===== config.mk =====
export PLATFORM = sky130hd
export DESIGN_NAME = gowin_dpb_ram_flat
export DESIGN_NICKNAME = d
export VERILOG_FILES = /design/src/rtl/gowin_dpb_ram_if.sv /design/src/rtl/gowin_dpb_ram.sv /design/src/flat_wrapper.sv
export SDC_FILE = /design/constraint.sdc
export NUM_CORES = 2
export LEC_CHECK = 0
export CAP_MARGIN = 10
export CORE_AREA = 2 2 548 768
export CTS_CLUSTER_SIZE = 8
export DETAILED_ROUTE_END_ITERATION = 8
export DIE_AREA = 0 0 550 770
export SLEW_MARGIN = 30
export SYNTH_ARGS = -nofsm -noshare
export SYNTH_HDL_FRONTEND = slang
export SYNTH_SLANG_ARGS = --single-unit

===== constraint.sdc =====
create_clock -name clka -period 2.9 [get_ports clka]
set_input_delay 0.435 -clock clka [delete_from_list [all_inputs] [get_ports clka]]
set_output_delay 0.435 -clock clka [all_outputs]
set_load 0.01 [all_outputs]

===== src/rtl/gowin_dpb_ram_if.sv =====
// Bundled port A / port B signals of the true dual-port block RAM.
// The bus master drives addresses, data and enables; the RAM returns douta/doutb.
interface gowin_dpb_ram_if #(
    parameter int ADDR_WIDTH = 7,
    parameter int DATA_WIDTH = 16
);
    logic                  cea;
    logic                  wrea;
    logic [ADDR_WIDTH-1:0] ada;
    logic [DATA_WIDTH-1:0] dina;
    logic                  ocea;
    logic [DATA_WIDTH-1:0] douta;

    logic                  ceb;
    logic                  wreb;
    logic [ADDR_WIDTH-1:0] adb;
    logic [DATA_WIDTH-1:0] dinb;
    logic                  oceb;
    logic [DATA_WIDTH-1:0] doutb;

    modport master (
        output cea, wrea, ada, dina, ocea,
        output ceb, wreb, adb, dinb, oceb,
        input  douta, doutb
    );

    modport slave (
        input  cea, wrea, ada, dina, ocea,
        input  ceb, wreb, adb, dinb, oceb,
        output douta, doutb
    );
endinterface


===== src/rtl/gowin_dpb_ram.sv =====
// True dual-port block RAM, one clock. Define DPB_OUT_REG_EN to add an ocea/oceb-gated
// output register per port (read latency 2); otherwise dout comes straight from the read latch.
module gowin_dpb_ram #(
    parameter int ADDR_WIDTH = 7,
    parameter int DATA_WIDTH = 16
) (
    input  logic              clka,
    input  logic              reseta,
    gowin_dpb_ram_if.slave    bus
);
    localparam int DEPTH = 1 << ADDR_WIDTH;

    // Index 0 is port A, index 1 is port B.
    logic                  w_ce   [2];
    logic                  w_we   [2];
    logic                  w_oce  [2];
    logic [ADDR_WIDTH-1:0] w_ad   [2];
    logic [DATA_WIDTH-1:0] w_din  [2];
    logic [DATA_WIDTH-1:0] w_dout [2];

    assign w_ce[0]  = bus.cea;
    assign w_we[0]  = bus.wrea;
    assign w_oce[0] = bus.ocea;
    assign w_ad[0]  = bus.ada;
    assign w_din[0] = bus.dina;
    assign w_ce[1]  = bus.ceb;
    assign w_we[1]  = bus.wreb;
    assign w_oce[1] = bus.oceb;
    assign w_ad[1]  = bus.adb;
    assign w_din[1] = bus.dinb;

    assign bus.douta = w_dout[0];
    assign bus.doutb = w_dout[1];

    logic [DATA_WIDTH-1:0] r_mem [DEPTH];

    // Port B is applied last so it wins a same-address write collision.
    // The array has no reset: writes during reset still commit.
    always_ff @(posedge clka) begin
        for (int p = 0; p < 2; p++) begin
            if (w_ce[p] && w_we[p]) begin
                r_mem[w_ad[p]] <= w_din[p];
            end
        end
    end

    genvar gi;
    generate
        for (gi = 0; gi < 2; gi++) begin : g_port
            logic [DATA_WIDTH-1:0] r_lat;

            // Non-blocking read of r_mem yields old data when the other port writes.
            always_ff @(posedge clka) begin
                if (reseta) begin
                    r_lat <= '0;
                end else if (w_ce[gi] && !w_we[gi]) begin
                    r_lat <= r_mem[w_ad[gi]];
                end
            end

`ifdef DPB_OUT_REG_EN
            logic [DATA_WIDTH-1:0] r_out;

            always_ff @(posedge clka) begin
                if (reseta) begin
                    r_out <= '0;
                end else if (w_oce[gi]) begin
                    r_out <= r_lat;
                end
            end

            assign w_dout[gi] = r_out;
`else
            assign w_dout[gi] = r_lat;
`endif
        end
    endgenerate

`ifndef DPB_OUT_REG_EN
    wire w_unused_oce = w_oce[0] | w_oce[1];
`endif
endmodule


===== src/flat_wrapper.sv =====
// flat-port wrapper written by rule: the top's interface ports become plain ports
module gowin_dpb_ram_flat 
#(
    parameter int ADDR_WIDTH = 7,
    parameter int DATA_WIDTH = 16
)
  (clka, reseta, bus_cea, bus_wrea, bus_ada, bus_dina, bus_ocea, bus_ceb, bus_wreb, bus_adb, bus_dinb, bus_oceb, bus_douta, bus_doutb);
  gowin_dpb_ram_if #(.ADDR_WIDTH(ADDR_WIDTH), .DATA_WIDTH(DATA_WIDTH)) bus_i ();
  input  logic clka;
  input  logic reseta;
  input wire logic [$bits(bus_i.cea)-1:0] bus_cea;
  input wire logic [$bits(bus_i.wrea)-1:0] bus_wrea;
  input wire logic [$bits(bus_i.ada)-1:0] bus_ada;
  input wire logic [$bits(bus_i.dina)-1:0] bus_dina;
  input wire logic [$bits(bus_i.ocea)-1:0] bus_ocea;
  input wire logic [$bits(bus_i.ceb)-1:0] bus_ceb;
  input wire logic [$bits(bus_i.wreb)-1:0] bus_wreb;
  input wire logic [$bits(bus_i.adb)-1:0] bus_adb;
  input wire logic [$bits(bus_i.dinb)-1:0] bus_dinb;
  input wire logic [$bits(bus_i.oceb)-1:0] bus_oceb;
  output wire logic [$bits(bus_i.douta)-1:0] bus_douta;
  output wire logic [$bits(bus_i.doutb)-1:0] bus_doutb;
  assign bus_i.cea = bus_cea;
  assign bus_i.wrea = bus_wrea;
  assign bus_i.ada = bus_ada;
  assign bus_i.dina = bus_dina;
  assign bus_i.ocea = bus_ocea;
  assign bus_i.ceb = bus_ceb;
  assign bus_i.wreb = bus_wreb;
  assign bus_i.adb = bus_adb;
  assign bus_i.dinb = bus_dinb;
  assign bus_i.oceb = bus_oceb;
  assign bus_douta = bus_i.douta;
  assign bus_doutb = bus_i.doutb;
  gowin_dpb_ram #(.ADDR_WIDTH(ADDR_WIDTH), .DATA_WIDTH(DATA_WIDTH)) u_core (.clka(clka), .reseta(reseta), .bus(bus_i));
endmodule

# Yosys cells after proc, flatten, opt, wreduce, memory -nomap -nowiden
# Memories as Yosys holds them, arrays and structs flattened. A register that Yosys moved wholly into a read port is not among the register bits.
# Cells that the tools add are included.
[totals]
regBits = 0
mem_bits_rw = 2048
out_inout_bits = 32
memories = 1
input_bits = 54
wordCells = 11
[memory_table]
columns = ["memory", "depth", "width", "rd", "rd_ports_with_merged_regs", "wr", "line", "rtl"]
rows = [
  ["u_core.r_mem", 128, 16, 2, 2, 2, "gowin_dpb_ram.sv:35", "logic [DATA_WIDTH-1:0] r_mem [DEPTH];"],
]
[classes]
n_reduce_logical = 6
n_mux = 4
[op_table]
columns = ["cell", "n"]
rows = [
  ["$logic_and A1 B1 Y1", 4],
  ["$mux W1", 4],
  ["$logic_not A1 Y1", 2],
]

# Longest topological paths before layout
[logic_depth]
word_depth = 3
mapped_depth = 13
ltp_nobuf = 7

# Worst setup path after synthesis
# Ideal clock, no wire load.
[synth_path]
path_type = "input to register"
startpoint = "input port bus_ada[0]"
endpoint = "memory u_core.r_mem[24][0] (enable)"
required_time_ns = 2.505
t_arrival_ns = 2.697
setup_time_ns = 0.395
path_stages = 9
path_slack_ns = -0.192
path_buffers = 6
path_cell_list = "buf_4 > buf_6 > nor3_1 > buf_2 > buf_4 > buf_2 > nand2_1 > clkbuf_1 > o22ai_1"
[synth_rtl]
columns = ["item", "line", "rtl"]
rows = [
  ["from (decl)", "flat_wrapper.sv:13", "input wire logic [$bits(bus_i.ada)-1:0] bus_ada;"],
  ["to (decl)", "gowin_dpb_ram.sv:35", ""],
]

==> out/metrics.cfg <==
[outcome]
status = complete, but fails checks
violations = antenna violations, negative setup slack

[sta]
slew_viol_final = 0
hold_viol = 0
max_slew_margin_pct = 26.66
worst_slew_pin_slew_ns = 1.100
period_needed_ns = 3.059
fin_worst_skew_ns = 0.08130
fmax_mhz = 326.9
tns_ns = -0.6844
rsz0062_at_grt = false
finalCritPeriodShare_pct = 105.5
setup_ws_ns = -0.1588
setup_viol = 13

[grt]
grt_max_degree = 81
antenna_found_initial = 96
grt_overflow = 0
grt_pass1_vias = 104725
grt_pass1_wl_um = 1003000
grt_usage_pct = 35.12

[power_and_ir_drop]
p_per_area_mw_per_mm2 = 505.9
ir_worst_vdd_mv = 0.4101
leakagePower_nw = 52.96

[critical_path]
r2r_slack_ns = 0
path_max_fanout = 18
slowest_stage = o21ai_0
crit_path_max_incr_delay_ns = 0.46
crit_top_cell = buf_4
worstPathRequired_ns = 3.79
cp_cell_sequence = buf_8, buf_12, buf_4, and2_4, buf_12, a21oi_1, a21oi_1, buf_4, o211ai_1, buf_4, a21oi_4, o21ai_0, a311oi_1
start_kind = primary input
path_class = in2reg
cp.arrival_ns = 3.94
end_kind = register

[run]
maxCapViolCount = 0

[floorplanning]
die_h_um = 770
die_x_um = 550
row_count = 281
pin_count = 86
core-area_sq_mm = 0.4170
floorplan.initialDensity_pct = 29.89
die_area_sq_mm = 0.4235

[detailed_routing]
wl_um = 767100
drt_iter0_drc = 20103
post_drt_wl_per_cell_um = 47.42
route.vias.total = 109240
drc = 0
antenna_left = 1
first_pass_iters = 8
vias_per_cell = 6.753

[clock_network]
cts.sinks = 2080
cts_tree = yes
path_clk_slew_ns = 0.06
cts_max_level = 5
cts_buffers = 303
clockBufferDepth = 4
cts-root-buf = clkbuf_16
clk_latency_ns = 1.00

[worst_hold_path]
hp-class = in2reg

[synthesis]
synth_fp_nets = 9421
synth-edff-count = 2048
syn_area_sq_mm = 0.1247
synthFlopType = edfxtp_1
synthTopCellsByArea = edfxtp_1 (49%), mux2_2 (22%), mux4_2 (4.6%)
yosys_register_bits = 2080
synth_cell_types = 85
synth_area_leader_cell = edfxtp_1
syn_inst = 9367
synth_seq_area_share_pct = 49.85
ys_async_sr_fraction_pct = 0
yosys.area.top_type_share_pct = 49.34
avgSynthCellArea_sq_um = 13.31
synth_warnings = 0

[place]
portBuffers = 83
place_congestion = 1.078
dp_hpwl_um = 544400
place_ws_ns = -1.312

[layout]
fin_nets = 10617
final_common_cell = mux2_2
layout-drive-gt1-share_pct = 51.20
final_util_pct = 38.07
layout_common_cells = mux2_2 (2392), edfxtp_1 (2048), buf_4 (1475), buf_12 (607), a221oi_1 (522)
syn_to_final_growth_pct = 27.34

[power by group]
group / switching [mW] / internal, mW
combinational: 8.39 / 4.92
clock: 14.8 / 18.8
sequential: 0.202 / 33.2
[sequential cells by signal, indices dropped and copies added, names as in the netlist]
signal            flops
u_core.bus.doutb     16
u_core.r_mem       2048
u_core.bus.douta     16
[path summary, 6_finish.rpt]
kind,cells after the start,end,start
setup / recovery,13,u_core.bus.doutb[13],bus_adb[0]
hold reg to reg,2,u_core.bus.doutb[10],u_core.bus.doutb[10]
hold / removal,2,u_core.r_mem[8][11],bus_dina[11]
setup reg to reg,8,u_core.bus.doutb[9],u_core.r_mem[16][9]
[metrics by stage]
step | instance area, sq um | hold slack, ns | std cells | total power, mW
floorplan | 124800 | 0.5134 | 9367 | 39.22
detailed placement | 150200 | 0.6239 | 15771 | 46.50
CTS | 158400 | 0.02411 | 16126 | 79.50
finish | 158700 | 0.06524 | 16176 | 80.30
global placement | 150100 | 0.6109 | 15768 | 46.40
global route | 158600 | 0.05653 | 16132 | 81.02
[cells by family after synthesis]
logic type	Yosys count	synth area share (%)
mux	2943	28.59
compound gates	2136	12.82
simple gates	948	3.680
flops	2080	49.85
buf+inv	1260	5.067
[synth_stat cells, types with 9 or more instances]
cell	count
o22ai_1	184
o2111ai_1	19
o221ai_1	64
a221o_1	132
buf_6	51
mux2i_1	293
a311oi_1	28
buf_2	354
o2bb2ai_1	20
o22a_1	15
buf_1	41
nand2_1	335
and3_1	13
a211oi_1	47
buf_4	194
o31ai_1	13
nor2_4	36
a22o_1	64
nor4_1	29
edfxtp_1	2048
mux2_2	2392
nand3_1	30
nand2b_1	22
a31oi_1	45
nor2b_1	20
mux4_2	254
a2111oi_0	23
a22oi_1	275
nor2_1	282
nor3_1	35
a222oi_1	23
a211o_1	9
a221oi_1	523
nor2_2	78
o21bai_1	12
o221a_2	10
a21oi_1	271
clkbuf_1	601
o21ai_0	248
o211ai_1	37
nand4_1	14
and2_1	15
dfxtp_1	32
[layer usage]
| metal | up-vias | global-route usage [%] | share of wire (%) |
|---|---|---|---|
| met5 | - | 0 | 0.044 |
| met4 | 52 | 32.01 | 11 |
| met3 | 3063 | 10.18 | 12 |
| met2 | 10094 | 52.77 | 43 |
| met1 | 55901 | 40.28 | 34 |
| li1 | 40130 | - | - |
[worst max-delay path, delay by kind of cell]
kind	cells	cell delay, ns
AO/OA/AOI/OAI	6	1.80
buffers and inverters	6	1.25
AND/OR/NAND/NOR	1	0.33
[area by class of cell]
type,count,area [sq um]
well taps,5518,6904
multi-input cells,6027,57480
diodes,46,115.1
repair buffers,2136,23790
clock inverters,26,525.5
inverters,15,81.33
fillers,39587,258200
clock buffers,328,7697
flip-flops and latches,2080,62140
[repair_timing]
action,4_1_cts,5_1_grt
gates cloned,0,0
hold buffers,1,0
resized for setup,9,15
endpoints found under the hold margin,10,0
endpoints found under the setup margin,6,13
pin swaps,0,1
buffers inserted,0,0
Note: power is estimated with default switching activity, not from simulation.
